<file path="src/rtl/imem_loader.sv">
// imem_loader: receives a program as a stream of bytes over a valid/ready
// handshake. It packs each group of four bytes little-endian into a 32-bit
// word and writes the word into InstructionMemory at consecutive word-aligned
// addresses starting at BASE_ADDR. The CPU is held in reset until the whole
// program has been written.
//
// Handshake: a byte transfers on a rising clk edge where byte_valid=1 and
// byte_ready=1. The source must hold byte_data stable while byte_valid=1 and
// the byte has not yet transferred. byte_ready is a registered output that
// depends only on loader state, never on byte_valid.
module imem_loader #(
   parameter int             BUS         = 32,
   parameter int             DEPTH_WORDS = 256,
   parameter logic [BUS-1:0] BASE_ADDR   = 32'h0000_0000,
   parameter int             CNT_W       = 16
) (
   input  logic             clk,
   input  logic             reset,
   input  logic             start,
   input  logic [CNT_W-1:0] num_words,
   input  logic             byte_valid,
   input  logic [7:0]       byte_data,
   output logic             byte_ready,
   output logic             mem_we,
   output logic [BUS-1:0]   mem_addr,
   output logic [BUS-1:0]   mem_wdata,
   output logic             cpu_hold,
   output logic             busy,
   output logic             done,
   output logic             error,
   output logic [2:0]       state_dbg
);

   typedef enum logic [2:0] {
      S_IDLE  = 3'd0,
      S_RECV  = 3'd1,
      S_WRITE = 3'd2,
      S_DONE  = 3'd3,
      S_ERR   = 3'd4
   } state_t;

   state_t           state;
   logic [1:0]       byte_idx;
   logic [CNT_W-1:0] word_idx;
   logic [CNT_W-1:0] words_lat;
   logic             len_ok;
   logic [BUS-1:0]   word_addr;
   logic             byte_take;

   // A length is legal when it is non-zero and fits in the instruction memory.
   // The comparison runs at 32 bits so that a DEPTH_WORDS larger than the
   // num_words range cannot truncate.
   assign len_ok = (num_words != '0) && (32'(num_words) <= 32'(DEPTH_WORDS));

   // Byte address of the current word. The arithmetic wraps modulo 2^BUS.
   assign word_addr = BASE_ADDR + (BUS'(word_idx) << 2);

   // A byte transfers only while the loader is advertising ready.
   assign byte_take = byte_valid && byte_ready;

   assign state_dbg = state;

   // Load sequencer. All outputs are registered and updated with the state.
   always_ff @(posedge clk or negedge reset) begin
      if (!reset) begin
         state      <= S_IDLE;
         byte_idx   <= 2'd0;
         word_idx   <= '0;
         words_lat  <= '0;
         byte_ready <= 1'b0;
         mem_we     <= 1'b0;
         mem_addr   <= BASE_ADDR;
         mem_wdata  <= '0;
         cpu_hold   <= 1'b1;
         busy       <= 1'b0;
         done       <= 1'b0;
         error      <= 1'b0;
      end else begin
         // mem_we is a single-cycle pulse that is raised only on entry to WRITE.
         mem_we <= 1'b0;
         case (state)
            S_IDLE, S_DONE, S_ERR: begin
               if (start) begin
                  done     <= 1'b0;
                  cpu_hold <= 1'b1;
                  if (len_ok) begin
                     words_lat  <= num_words;
                     byte_idx   <= 2'd0;
                     word_idx   <= '0;
                     error      <= 1'b0;
                     byte_ready <= 1'b1;
                     busy       <= 1'b1;
                     state      <= S_RECV;
                  end else begin
                     error      <= 1'b1;
                     byte_ready <= 1'b0;
                     busy       <= 1'b0;
                     state      <= S_ERR;
                  end
               end
            end
            S_RECV: begin
               if (byte_take) begin
                  mem_wdata[{byte_idx, 3'b000} +: 8] <= byte_data;
                  byte_idx <= byte_idx + 2'd1;
                  if (byte_idx == 2'd3) begin
                     byte_ready <= 1'b0;
                     mem_we     <= 1'b1;
                     mem_addr   <= word_addr;
                     state      <= S_WRITE;
                  end
               end
            end
            S_WRITE: begin
               if (word_idx == words_lat - CNT_W'(1)) begin
                  done     <= 1'b1;
                  cpu_hold <= 1'b0;
                  busy     <= 1'b0;
                  state    <= S_DONE;
               end else begin
                  word_idx   <= word_idx + CNT_W'(1);
                  byte_ready <= 1'b1;
                  state      <= S_RECV;
               end
            end
            default: begin
               byte_ready <= 1'b0;
               busy       <= 1'b0;
               state      <= S_IDLE;
            end
         endcase
      end
   end

endmodule

</file>
<file path="config.mk">
export PLATFORM = sky130hd
export DESIGN_NAME = imem_loader
export DESIGN_NICKNAME = d
export VERILOG_FILES = /design/src/rtl/imem_loader.sv
export SDC_FILE = /design/constraint.sdc
export NUM_CORES = 1
export LEC_CHECK = 0
export ABC_AREA = 1
export BUFFER_PORTS_ARGS = -buffer_cell sky130_fd_sc_hd__buf_2
export CELL_PAD_IN_SITES_DETAIL_PLACEMENT = 1
export CELL_PAD_IN_SITES_GLOBAL_PLACEMENT = 1
export CORE_AREA = 2 2 112 114
export CTS_CLUSTER_DIAMETER = 150
export DETAILED_ROUTE_END_ITERATION = 12
export DIE_AREA = 0 0 114 116
export PLACE_DENSITY = 0.81
export SETUP_SLACK_MARGIN = 0.1
export SLEW_MARGIN = 30
export SYNTH_ARGS = -nofsm -noshare
export SYNTH_HDL_FRONTEND = slang
export SYNTH_SLANG_ARGS = --single-unit
</file>
<file path="constraint.sdc">
create_clock -name clk -period 4.8 [get_ports clk]
set_input_delay 0.96 -clock clk [delete_from_list [all_inputs] [get_ports clk]]
set_output_delay 0.96 -clock clk [all_outputs]
set_load 0.01 [all_outputs]
</file>
# ---- Word level (Yosys, flattened, before mapping)
# Index checks and enable logic that the tools add are counted.
dict set report totals {
  ff_bits 91
  latch_bits 0
  input_bits 28
  mem_bits_rw 0
  output_inout_bits 73
  memories 0
  word_cells 81
  romBits 0
}
dict set report op_classes {
  eq_ne 12
  div_mod_pow 0
  add_sub_neg 4
  n_mul 0
  reduce_logical 17
  n_shift 2
  n_bitwise 1
  muxes 32
  order_cmp 1
}
# cell count
set ops {}
lappend ops {{$mux W16} 3}
lappend ops {{$bwmux W32} 1}
lappend ops {{$pmux W16 S2} 1}
lappend ops {{$shift A8 B7 Y32 const A} 1}
lappend ops {{$shiftx A8 B7 Y32} 1}
lappend ops {{$add A16 B1 Y16 const B} 1}
lappend ops {{$eq A16 B16 Y1} 1}
lappend ops {{$le A16 B9 Y1 const B} 1}
lappend ops {{$reduce_bool A16 Y1} 1}
lappend ops {{$sub A16 B1 Y16 const B} 1}
lappend ops {{$reduce_and A3 Y1} 5}
lappend ops {{$mux W1} 13}
lappend ops {{$mux W3} 4}
lappend ops {{$ne A2 B2 Y1 const B} 6}
lappend ops {{$reduce_and A4 Y1} 3}
lappend ops {{$pmux W3 S3} 1}
lappend ops {{$mux W2} 4}
lappend ops {{$neg A5 Y7} 1}
lappend ops {{$eq A3 B2 Y1 const B} 2}
lappend ops {{$pmux W1 S3} 2}
lappend ops {{$pmux W1 S2} 2}
lappend ops {{$pmux W2 S2} 1}
lappend ops {{$reduce_and A2 Y1} 2}
lappend ops {{$reduce_bool A2 Y1} 2}
lappend ops {{other kinds (8)} 9}

# ---- Longest topological paths before layout
dict set report depth {
  ltp_word 5
  mapped_depth 15
  mapped_depth_nobuf 15
}

# ---- Least setup slack after synthesis
# Ideal clock, no wire load.
dict set report synth_path {
  path_type {input to register}
  start {in num_words[6]}
  end {reg word_idx[9]}
  n_path_buf 1
  required_ns 4.683
  t_arrival_ns 2.111
  slack_ns 2.572
  setup_time_ns 0.117
  cell_stages 11
  path_cell_list {inv_1 > nand4_1 > o21ai_0 > nand4_1 > nand2_1 > inv_1 > nor2_2 > nand2_4 > buf_12 > nand2_2 > nand2_1}
}
dict set report synth_between {
  elab_chain_cells 4
  word_cells_on_any_way 5
  cone_classes {order compare: 1; eq/ne: 1; reduce/logical: 3}
}
# element line
set synth_rtl {}
lappend synth_rtl {{start: declaration} 20} ;# input logic [CNT_W-1:0] num_words,
lappend synth_rtl {{$le A16 B9 Y1 or $reduce_bool A16 Y1 (tied branches)} 53} ;# assign len_ok = (num_words != '0) && (32'(num_words) <= 32'(DEPTH_WORDS));
lappend synth_rtl {{$logic_and A1 B1 Y1 *} 53}
lappend synth_rtl {{$ne A2 B2 Y1 (no line) *} n/a}
lappend synth_rtl {{$reduce_and A4 Y1 (no line) *} n/a}
lappend synth_rtl {{end signal: assignment} 121} ;# word_idx <= word_idx + CNT_W'(1);
lappend synth_rtl {{end: declaration} 44} ;# logic [CNT_W-1:0] word_idx;
# Every way passes the cells marked *; elsewhere a longest branch is shown, timed or not.
# A chain may end at the register's enable or synchronous reset.

# ---- Worst setup path after layout
dict set report layout_path {
  start {in num_words[7]}
  end {reg word_idx[0]}
}
# Same word-level chain as after synthesis.

==> results.txt <==
----------------------------------------------------
[Clock network]
  Number of resized instances in the post-cts repair step ... 0
  Clock input transition at the sequential cells of the worst setup and hold paths ... 0.07 ns
  Post-CTS setup buffers ... 0
  Clock tree from TritonCTS ... built
  Root Buffer ... clkbuf_16
  Hold buffer count at cts ... 0
  Worst-Skew Late Latency ... 0.34 ns
  Number of clock sinks seen by CTS ... 91
  Clock buffer depth ... 2
  Number of CTS-inserted buffers ... 9
  Level count of the clock H-tree ... 3

[STA]
  Number of pins exceeding their max-slew limit in the final report ... 0
  Final worst-path cycle share ... 0.556
  Slew of the pin with the lowest slew margin ... 0.871 ns
  RSZ-0062 raised after global routing ... false
  Relative slew slack ... 0.415
  Final setup skew ... 0.00610 ns
  Max frequency ... 375 MHz
  Post-route worst setup slack ... 2.13 ns
  Number of hold-slack violations in the final timing report ... 0
  Total negative slack for setup checks ... 0 ns
  Final Setup Violations ... 0
  Crit path time final ... 2.67 ns

[Die]
  Core Rows ... 40
  Placeable core region ... 0.0119 sq mm
  Initial standard-cell utilization of the core ... 0.435
  Width of the die ... 114 um
  Chip Height ... 116 um
  Top Ports ... 101
  Die area ... 0.0132 sq mm

[Layout]
  Number of antenna diodes ... 0
  Highest-count cells in the layout ignoring fill and taps ... nand2_1 (189), dfrtp_1 (90), inv_1 (85), buf_2 (83), o21ai_0 (58)
  Most frequent standard cell in the layout excluding fill and tap cells ... nand2_1
  Non-filler instance count after layout ... 904
  Share of final-layout standard cells stronger than drive strength 1 ... 0.184
  Area overhead of the layout relative to synthesis ... 14.2%
  Final #Nets ... 789

[Global route]
  Antenna violations before repair ... 0
  Total routing resource utilization after global routing ... 0.228
  Leftover overflow at the end of global routing ... 0
  Global-route wire length before repair ... 23700 um
  Maximum number of pins on one net before global-route repair ... 60
  Number of global-route vias before repair ... 4887

[Synth]
  Synth Register Bits ... 91
  Portion of the post-synthesis area used by sequential elements ... 0.440
  Post-synthesis average cell area ... 7.67 sq um
  Synthesized cell area ... 0.00518 sq mm
  Largest area contributor in the synthesized netlist ... dfrtp_1
  Number of distinct library cell variants in the gate-level netlist after synthesis ... 36
  Proportion of netlist area held by the largest area contributor ... 0.435
  Synth Instances ... 675
  Commonest register cell after synthesis ... dfrtp_1
  Number of enable-type register cells in the synthesized netlist ... 0
  Number of synthesis warnings ... 0
  Post-synthesis async set-or-reset flop share ... 1.00
  Cell types with the largest area share after synthesis ... dfrtp_1 (43%), nand2_1 (14%), inv_1 (6.2%)

[Status]
  Status ... finished, final reports clean

[Detailed routing]
  First-pass DRT Iterations ... 4
  DR DRC count ... 0
  Detailed Route Iter0 Violations ... 224
  Number of vias per cell after detailed routing ... 5.21
  Antenna-violating nets left ... 0
  Routed WL ... 14400 um
  Number of vias in the routed layout ... 4712
  Routed len/inst ... 16.0 um

[Power and ir drop]
  Maximum resistive drop on vdd ... 0.264 mV
  Leakage Power ... 0.00336 uW
  Total power density per cell area ... 434 mW/mm^2

[Critical path]
  CP Max Fanout ... 17
  Cell seen most often among critical-path stages ... nand2_1
  Crit-path cells ... buf_2 -> inv_1 -> nand4_1 -> o21ai_0 -> nand4_1 -> nand2_1 -> inv_1 -> nor2_2 -> nand2_4 -> nand2_1 -> nand2_1
  Kind of launch point of the worst setup path ... input port
  Crit path max-delay cell type ... nor2_2
  Max stage delay on crit path ... 0.61 ns
  Worst endpoint data arrival time ... 2.90 ns
  Nature of the critical path endpoint ... flop
  WS Path Type ... in -> reg
  Data required, critical path ... 5.03 ns

[Placement]
  Routability Congestion ... 0.912
  Post-place setup slack ... 1.80 ns
  # placed instances ... 889
  Number of buffers inserted by port buffering ... 84
  Estimated wirelength of the detail-placed design ... 11100 um

[Job]
  Max-cap check violation count ... 0

[Hold path]
  Path category of the worst min-delay check ... reg -> reg

----------------------------------------------------
[power by group]
part	total, uW	internal (uW)	leakage (uW)	switching [uW]
clock network	664	365	0.000125	299
registers	983	878	0.00125	105
logic	922	267	0.00199	655
[layer usage]
metal	track usage	routed length, um	vias up
li1	-	-	2273
met1	0.276	6050	2306
met2	0.404	7480	100
met3	0.0314	480	33
met4	0.103	415	0
met5	0	0	-
[sequential cells by signal, indices dropped and copies added (netlist names)]
register / cells
mem_wdata: 32
mem_addr: 16
word_idx: 16
words_lat: 16
state_dbg: 3
byte_idx: 2
busy: 1
byte_ready: 1
cpu_hold: 1
done: 1
error: 1
mem_we: 1
[logic make-up (layout without fill, tap and decap cells)]
| family | Yosys count | count (layout) | synth area share |
|---|---|---|---|
| XOR/XNOR | 24 | 24 | 0.0406 |
| AND/OR/NAND/NOR | 359 | 359 | 0.321 |
| other | 1 | 16 | 0.000724 |
| multiplexers | 3 | 3 | 0.00652 |
| buffers and inverters | 122 | 189 | 0.105 |
| flip-flops | 91 | 91 | 0.440 |
| AO/OA/AOI/OAI | 67 | 67 | 0.0669 |
| adder cells (fa/ha/maj) | 8 | 8 | 0.0193 |
[synthesized netlist by cell type (2+ instances only)]
cell type  count
nand2_1      189
dfrtp_1       90
inv_1         85
o21ai_0       58
nor2_1        45
nand3_1       34
nand4_1       34
nor3_1        18
xor2_1        18
buf_4         17
nand2_2       16
clkbuf_1      12
ha_1           8
nor2_2         7
xnor2_1        6
buf_2          3
inv_2          3
mux2_2         3
nand3b_1       3
nor2_4         3
o21a_1         3
a21oi_1        2
nand2_4        2
nand3_2        2
nor4_1         2
o22ai_1        2
[worst max-delay path, delay by kind of cell]
kind	cells	cell delay [ns]
AND/OR/NAND/NOR	7	1.51
buffers and inverters	3	0.24
AO/OA/AOI/OAI	1	0.18
[path summary, 6_finish.rpt]
path,startpoint,to,slack [ns],cells past startpoint
worst min register to register,cpu_hold$_DFFE_PN1P_,cpu_hold$_DFFE_PN1P_,0.47,2
max in group asynchronous,reset,cpu_hold$_DFFE_PN1P_,3.15,2
worst max register to register,state_dbg[0]$_DFFE_PN0P_,mem_addr[3]$_DFFE_PN0P_,2.18,11
min in group asynchronous,reset,words_lat[14]$_DFFE_PN0P_,0.67,1
worst max-delay path,num_words[7],word_idx[0]$_DFFE_PN0P_,2.13,11
worst min-delay path,cpu_hold$_DFFE_PN1P_,cpu_hold$_DFFE_PN1P_,0.47,2
[through the flow]
stage               area, sq um   util  power [uW]  hold WS, ns
global route               5920  0.497        2740        0.510
detailed placement         5650  0.474        1910        0.467
global placement           5650  0.474        1870        0.454
CTS                        5920  0.497        2590        0.481
finish                     5920  0.497        2570        0.471
floorplan                  5240      -        1630        0.457
[final cells by class]
class,instances,area (sq um)
clock inverters,3,23.8
inverters,88,330
multi-input cells,477,2410
flip-flops and latches,91,2280
fillers,1519,6000
well taps,147,184
repair buffers,86,438
clock buffers,12,246
No activity file was read; power rests on OpenSTA's default activity.
